$ cat src/rtl/fft_frame_unpacker.sv
// fft_frame_unpacker: drains 32-word FFT result frames from the output FIFO and
// presents them as four 8-point vectors behind one valid/ready handshake.
module fft_frame_unpacker #(
   parameter int DATA_WIDTH      = 16,
   parameter int FRAME_CNT_WIDTH = 16
) (
   input  logic                              clk,
   input  logic                              rst,
   input  logic                              fifo_empty,
   output logic                              fifo_rd_en,
   input  logic signed [DATA_WIDTH-1:0]      fifo_rd_data,
   output logic signed [DATA_WIDTH-1:0]      res_real_1 [0:7],
   output logic signed [DATA_WIDTH-1:0]      res_imag_1 [0:7],
   output logic signed [DATA_WIDTH-1:0]      res_real_2 [0:7],
   output logic signed [DATA_WIDTH-1:0]      res_imag_2 [0:7],
   output logic                              frame_valid,
   input  logic                              frame_ready,
   output logic [FRAME_CNT_WIDTH-1:0]        frame_count
);
   typedef enum logic {FILL, HOLD} state_t;
   state_t                        state_q, state_d;
   logic [5:0]                    issue_q, issue_d, cap_q, cap_d;
   logic                          pend_q, pend_d;
   logic [FRAME_CNT_WIDTH-1:0]    cnt_q, cnt_d;
   logic signed [DATA_WIDTH-1:0]  word_q [0:31];
   logic signed [DATA_WIDTH-1:0]  word_d [0:31];
   always_comb begin
      state_d     = state_q;
      issue_d     = issue_q;
      cap_d       = cap_q;
      cnt_d       = cnt_q;
      word_d      = word_q;
      frame_valid = state_q == HOLD;
      // gated by rst so no strobe escapes while the block is held in reset
      fifo_rd_en  = rst && state_q == FILL && issue_q < 6'd32 && !fifo_empty;
      pend_d      = fifo_rd_en;
      issue_d     = fifo_rd_en ? issue_q + 6'd1 : issue_q;
      if (pend_q) begin
         word_d[cap_q[4:0]] = fifo_rd_data;
         cap_d              = cap_q + 6'd1;
         state_d            = cap_q == 6'd31 ? HOLD : state_q;
      end
      if (frame_valid && frame_ready) begin
         state_d = FILL;
         issue_d = '0;
         cap_d   = '0;
         cnt_d   = cnt_q + 1'b1;
      end
   end
   always_ff @(posedge clk or negedge rst) begin
      if (!rst) begin
         state_q <= FILL;
         issue_q <= '0;
         cap_q   <= '0;
         pend_q  <= 1'b0;
         cnt_q   <= '0;
         word_q  <= '{default: '0};
      end else begin
         state_q <= state_d;
         issue_q <= issue_d;
         cap_q   <= cap_d;
         pend_q  <= pend_d;
         cnt_q   <= cnt_d;
         word_q  <= word_d;
      end
   end
   for (genvar i = 0; i < 8; i++) begin : g_map
      assign res_real_1[i] = word_q[i];
      assign res_imag_1[i] = word_q[8 + i];
      assign res_real_2[i] = word_q[16 + i];
      assign res_imag_2[i] = word_q[24 + i];
   end
   assign frame_count = cnt_q;
endmodule

$ cat config.mk
export PLATFORM = sky130hd
export DESIGN_NAME = fft_frame_unpacker
export DESIGN_NICKNAME = d
export VERILOG_FILES = /design/src/rtl/fft_frame_unpacker.sv
export SDC_FILE = /design/constraint.sdc
export NUM_CORES = 1
export LEC_CHECK = 0
export ABC_AREA = 1
export BUFFER_PORTS_ARGS = -buffer_cell sky130_fd_sc_hd__buf_4
export CAP_MARGIN = 20
export CELL_PAD_IN_SITES_DETAIL_PLACEMENT = 1
export CELL_PAD_IN_SITES_GLOBAL_PLACEMENT = 1
export CORE_UTILIZATION = 30
export CTS_CLUSTER_DIAMETER = 80
export CTS_CLUSTER_SIZE = 14
export DETAILED_ROUTE_END_ITERATION = 8
export PLACE_DENSITY = 0.77
export SYNTH_ARGS = -nofsm -noshare
export SYNTH_HDL_FRONTEND = slang
export SYNTH_SLANG_ARGS = --single-unit
$ cat constraint.sdc
create_clock -name clk -period 1.3 [get_ports clk]
set_input_delay 0.065 -clock clk [delete_from_list [all_inputs] [get_ports clk]]
set_output_delay 0.065 -clock clk [all_outputs]
set_load 0.02 [all_outputs]
* Word level (Yosys, flattened, before mapping) *
Cells that the tools add are included.

word-level totals
  register bits after elaboration = 542
  bits in latches = 0
  bits in writable memories = 0
  ROM bits = 0
  input port bits = 20
  output and inout bits = 530
  word-level logic and storage cells = 66
  memories = 0

cells by class
  add/sub/neg operators = 3
  multiply operators = 0
  divide/modulo/power cells = 0
  $lt $le $gt $ge = 3
  equality and inequality tests = 1
  shift-type cells = 0
  multiplexer cells = 10
  bitwise operators = 2
  reductions and logical operators = 10

operators with widths
  cell                     number
  $bwmux W512              1
  $demux W16 S5            1
  $mux W6                  4
  $add A16 B1 Y16 const B  1
  $mux W16                 1
  $add A6 B1 Y6 const B    2
  $eq A6 B5 Y1 const B     1
  $ge A6 B6 Y1 const B     1
  $lt A6 B1 Y1 const B     1
  $lt A6 B6 Y1 const B     1
  $not A5 Y6               1
  $reduce_bool A2 Y1       3
  $logic_and A1 B1 Y1      5
  $mux W1                  3
  $reduce_and A2 Y1        1
  $logic_not A1 Y1         1
  $not A1 Y1               1

* Longest topological paths before layout *
  depth in word-level cells = 6
  mapped depth = 8
  gate-level depth less buffers = 7

* Worst setup path after synthesis *
No wires, ideal clock.

  path kind = register -> register
  from = reg state_q (netlist: frame_valid)
  to = reg issue_q[3]
  data arrival time = 1.492 ns
  required time = 1.183 ns
  slack = -0.309 ns
  stages on the path, launching flop included = 8
  buffers on the path = 0
  clock period less this slack = 1.609 ns
  cells stage by stage = dfrtp_1 inv_1 nand2_1 nor2_1 and2_1 nand2_1 nand2_1 nor2_1

on the way
  longest elaborated chain between the ends = 5
  elaborated cells on any way between the ends = 7
  those cells by class = mux (1); bitwise (1); reduce/logical (5)

RTL lines
  element                            RTL line  RTL
  from (decl)                        21        state_t state_q, state_d;
  from (signal assigned)             59        state_q <= state_d;
  $not A1 Y1                         35        fifo_rd_en = rst && state_q == FILL && issue_q < 6'd32 && !fifo_empty;
  $logic_and A1 B1 Y1 (3 in series)  35
  named net fifo_rd_en               10        output logic fifo_rd_en,
  $reduce_bool A2 Y1 (no line)       n/a
  to (signal assigned)               60        issue_q <= issue_d;
  to (decl)                          22        logic [5:0] issue_q, issue_d, cap_q, cap_d;

The timed path passes the listed nets, and every way through them passes these cells.
A chain may end at the register's enable or synchronous reset.

* Worst setup path after layout *
  from = reg cap_q[0]
  to = reg word_q (netlist bit res_imag_2[101])

on the way
  longest elaborated chain between the ends = 6
  elaborated cells on any way between the ends = 7
  those cells by class = order compare (2); mux (3); bitwise (1); reduce/logical (1)

RTL lines
  element                                                                    RTL line  RTL
  from (decl)                                                                22
  from (signal assigned)                                                     61        cap_q <= cap_d;
  $not A5 Y6 (not written as such) (*)                                       39        word_d[cap_q[4:0]] = fifo_rd_data;
  $ge A6 B6 Y1 (not written as such) / $lt A6 B1 Y1 (equally long branches)  39
  $logic_and A1 B1 Y1 (not written as such)                                  39
  $mux W16 (not written as such)                                             39
  $demux W16 S5 (*)                                                          39
  $bwmux W512 (*)                                                            39
  to (signal assigned)                                                       64        word_q <= word_d;
  to (decl)                                                                  25        logic signed [DATA_WIDTH-1:0] word_q [0:31];

Every way passes the cells marked *; elsewhere a longest branch is shown, timed or not.

==> flow_metrics.env <==
export IMPL_synthCells=1918
export IMPL_coreArea_um2=64460
export IMPL_synth_top_area_share_pct=69.34
export IMPL_synth_top_family_by_area="compound AO/OA/AOI/OAI gates"
export IMPL_grt_pass1_vias=17950
export IMPL_tritoncts="yes"
export IMPL_path_max_fanout=16
export IMPL_die_area_um2=66220
export IMPL_cts_path_max_buffers=3
export IMPL_rsz0062_at_grt="true"
export IMPL_finalHoldViolCount=0
export IMPL_fp_dieH_um=257.3
export IMPL_finalClockSkew_ns=0.02589
export IMPL_yosysSeqAreaShare_pct=69.34
export IMPL_port_buffers=549
export IMPL_pin_count=550
export IMPL_async_flop_share_pct=100.0
export IMPL_setup_viol=540
export IMPL_synth_area_um2=19560
export IMPL_yosysMostFrequentCell="dfrtp_1"
export IMPL_synth_distinct_cells=22
export IMPL_overflow=0
export IMPL_layoutNonFillerInstCount=3425
export IMPL_slew_violations=0
export IMPL_critPathLaunchType="flop"
export IMPL_synthMuxAreaShare_pct=0
export IMPL_min_path_type="in2reg"
export IMPL_routed_via_density=5.182
export IMPL_layout_setup_ws_ns=-0.3370
export IMPL_maxCapViolCount=0
export IMPL_synth_top_flop_cell="dfrtp_1"
export IMPL_drt_wl_total_um=86640
export IMPL_ant_nets=0
export IMPL_drc=0
export IMPL_area_delta_synth_final_pct=53.05
export IMPL_final_layout_size_suffix_gt1_share_pct=42.58
export IMPL_syn_area_per_cell_um2=10.20
export IMPL_synth_area_top_cells="dfrtp_1 (69%), o21ai_0 (12%), nand2_1 (10%)"
export IMPL_grt_usage_pct=23.08
export IMPL_worstSetupPathType="reg2reg"
export IMPL_yosys_warnings=0
export IMPL_yosys_area_top_type="dfrtp_1"
export IMPL_vias=17750
export IMPL_antenna_found_initial=2
export IMPL_outcome="finished with violations"
export IMPL_nets=2587
export IMPL_synth_compound_area_share_pct=13.45
export IMPL_start_util_pct=30.34
export IMPL_grt_max_degree=78
export IMPL_h_tree_depth=2
export IMPL_die_x_um=257.3
export IMPL_tightest_slew_ns=0.4620
export IMPL_drt_initial_drc_count=1134
export IMPL_fill_cells=6882
export IMPL_slew_headroom_pct=69.20
export IMPL_core_rowCount=93
export IMPL_insertion_delay_ns=0.60
export IMPL_tns_ns=-97.49
export IMPL_root_buffer="clkbuf_16"
export IMPL_cts_made_buffers=46
export IMPL_end_kind="flop"
export IMPL_synth_nets=1944
export IMPL_peakVddDrop_mv=1.098
export IMPL_arrival_ns=2.11
export IMPL_yosys_top_cells_count="dfrtp_1 (542), nand2_1 (537), o21ai_0 (455)"
export IMPL_synthAdderAreaFrac_pct=0.3838
export IMPL_worst_ep_required_time_ns=1.77
export IMPL_dp_hpwl_um=50800
export IMPL_synth_xor_area_share_pct=0.4925
export IMPL_clock_sinks=542
export IMPL_wl_per_cell_um=25.29
export IMPL_grt_pass1_wl_um=116000
export IMPL_dp_slack_ns=-0.4324
export IMPL_ys_ff_latch=542
export IMPL_finalCritPeriodShare_pct=125.9
export IMPL_cts_clk_slew_worst_paths_ns=0.07
export IMPL_synth_edf_count=0
export IMPL_dr_pass1_iters=5
export IMPL_utilization_pct=46.44
export IMPL_pwr_density_cell_nw_per_um2=1035
export IMPL_dp_cells=3292
export IMPL_clock_fmax_mhz=610.9
export IMPL_violations="negative setup slack"
export IMPL_finalCriticalPeriod_ns=1.637
export IMPL_power_leakage_uw=0.01400
export IMPL_synth_simple_area_share_pct=12.60
export IMPL_routabilityCongestion=0.8127
==> area by class of cell <==
type | instances | area (um2) | area share (%)
Sequential cell | 542 | 13570 | 45.33
Timing Repair Buffer | 742 | 6965 | 23.27
Multi-Input combinational cell | 1184 | 6869 | 22.94
Clock buffer | 52 | 1215 | 4.058
Tap cell | 855 | 1070 | 3.573
Inverter | 45 | 198.9 | 0.6645
Clock inverter | 4 | 45.04 | 0.1505
Antenna cell | 1 | 2.502 | 0.008359
==> registers in the layout (all words and copies together) (netlist names) <==
signal and cells:
issue_q 6, res_real_1 128, cap_q 6, res_imag_1 128
frame_count 16, res_real_2 128, res_imag_2 128, frame_valid 1
pend_q 1
==> stage by stage <==
step | area [um2] | total power, uW | hold slack, ns
2_1_floorplan | 19940 | 17360 | -0.2306
3_3_place_gp | 25700 | 18200 | 0.1004
3_5_place_dp | 25700 | 18230 | 0.1036
4_1_cts | 27690 | 31040 | 0.0009622
5_1_grt | 29940 | 31780 | 0.02232
6_report | 29940 | 30980 | 0.02755
==> where the power goes <==
part	internal [uW]	leakage, uW	switching, uW
clock network	6590	0.000619	6400
registers	16900	0.00485	0
logic	216	0.00853	914
==> path summary, 6_finish.rpt <==
check                                 start         endpoint  slack (ns)  cells after the start
max in group asynchronous               rst   res_imag_1[26]        0.48                      4
max                                cap_q[0]  res_imag_2[101]       -0.34                      8
min reg2reg                 res_real_1[111]  res_real_1[111]        0.49                      2
min in group asynchronous               rst   res_real_2[39]        0.07                      3
max reg2reg                        cap_q[0]  res_imag_2[101]       -0.34                      8
min                        fifo_rd_data[14]   res_real_2[78]        0.03                      4
==> kinds of logic (layout without fill, tap and decap cells) <==
family	Yosys count	in the layout
DFF	542	542
buffers and inverters	192	843
AOI/OAI and AO/OA	525	525
xor gates and xnor gates	11	11
adders and majority gates	6	6
and+or+nand+nor	642	642
other	0	1
==> worst max-delay path, stage by stage (launching register included) <==
cell	delay (ns)
dfrtp_1	0.41
buf_4	0.15
ha_4	0.13
nand2_4	0.07
inv_8	0.11
buf_12	0.15
nand2_8	0.08
buf_16	0.16
o21ai_0	0.25
==> cells in the final DEF, fill, tap and decap left out, types with 2 or more instances in the layout <==
cell type	synthesis	final
nor3_4	0	2
inv_1	44	21
xor2_1	6	6
ha_4	0	4
dfrtp_1	542	535
buf_4	0	615
nand3b_1	2	2
o21ai_1	16	66
dlygate4sd3_1	0	16
ha_1	6	2
nand2_2	0	40
inv_8	0	4
nor2_4	0	25
nand3_2	0	3
nor2_2	1	17
nand2_1	537	407
inv_2	1	19
xnor2_1	5	5
o21ai_2	0	78
buf_8	0	6
buf_16	0	6
inv_6	0	2
dfrtp_2	0	7
a21oi_1	53	28
a21oi_2	0	24
clkbuf_8	0	2
o21ai_0	455	327
clkbuf_16	0	74
nor3_1	4	3
nand2_8	0	14
nand3_1	13	10
clkbuf_1	138	3
nor2_1	77	36
buf_6	0	21
nand4_1	6	6
buf_12	0	51
nand2_4	0	76
==> per-layer routing <==
metal  track usage, %  share of wire [%]
met2            39.41                 50
met3            5.871                6.7
met5                0              0.015
met4            9.813                5.4
met1            27.51                 38
==> what timing repair did <==
action,in CTS,in global routing
gates resized for setup,85,492
setup endpoints to repair,533,544
hold buffers,16,0
pin swaps,7,20
hold endpoints to repair,664,0
cloned,8,33
buffers inserted,13,8
Power figures use the tool's default switching activity.
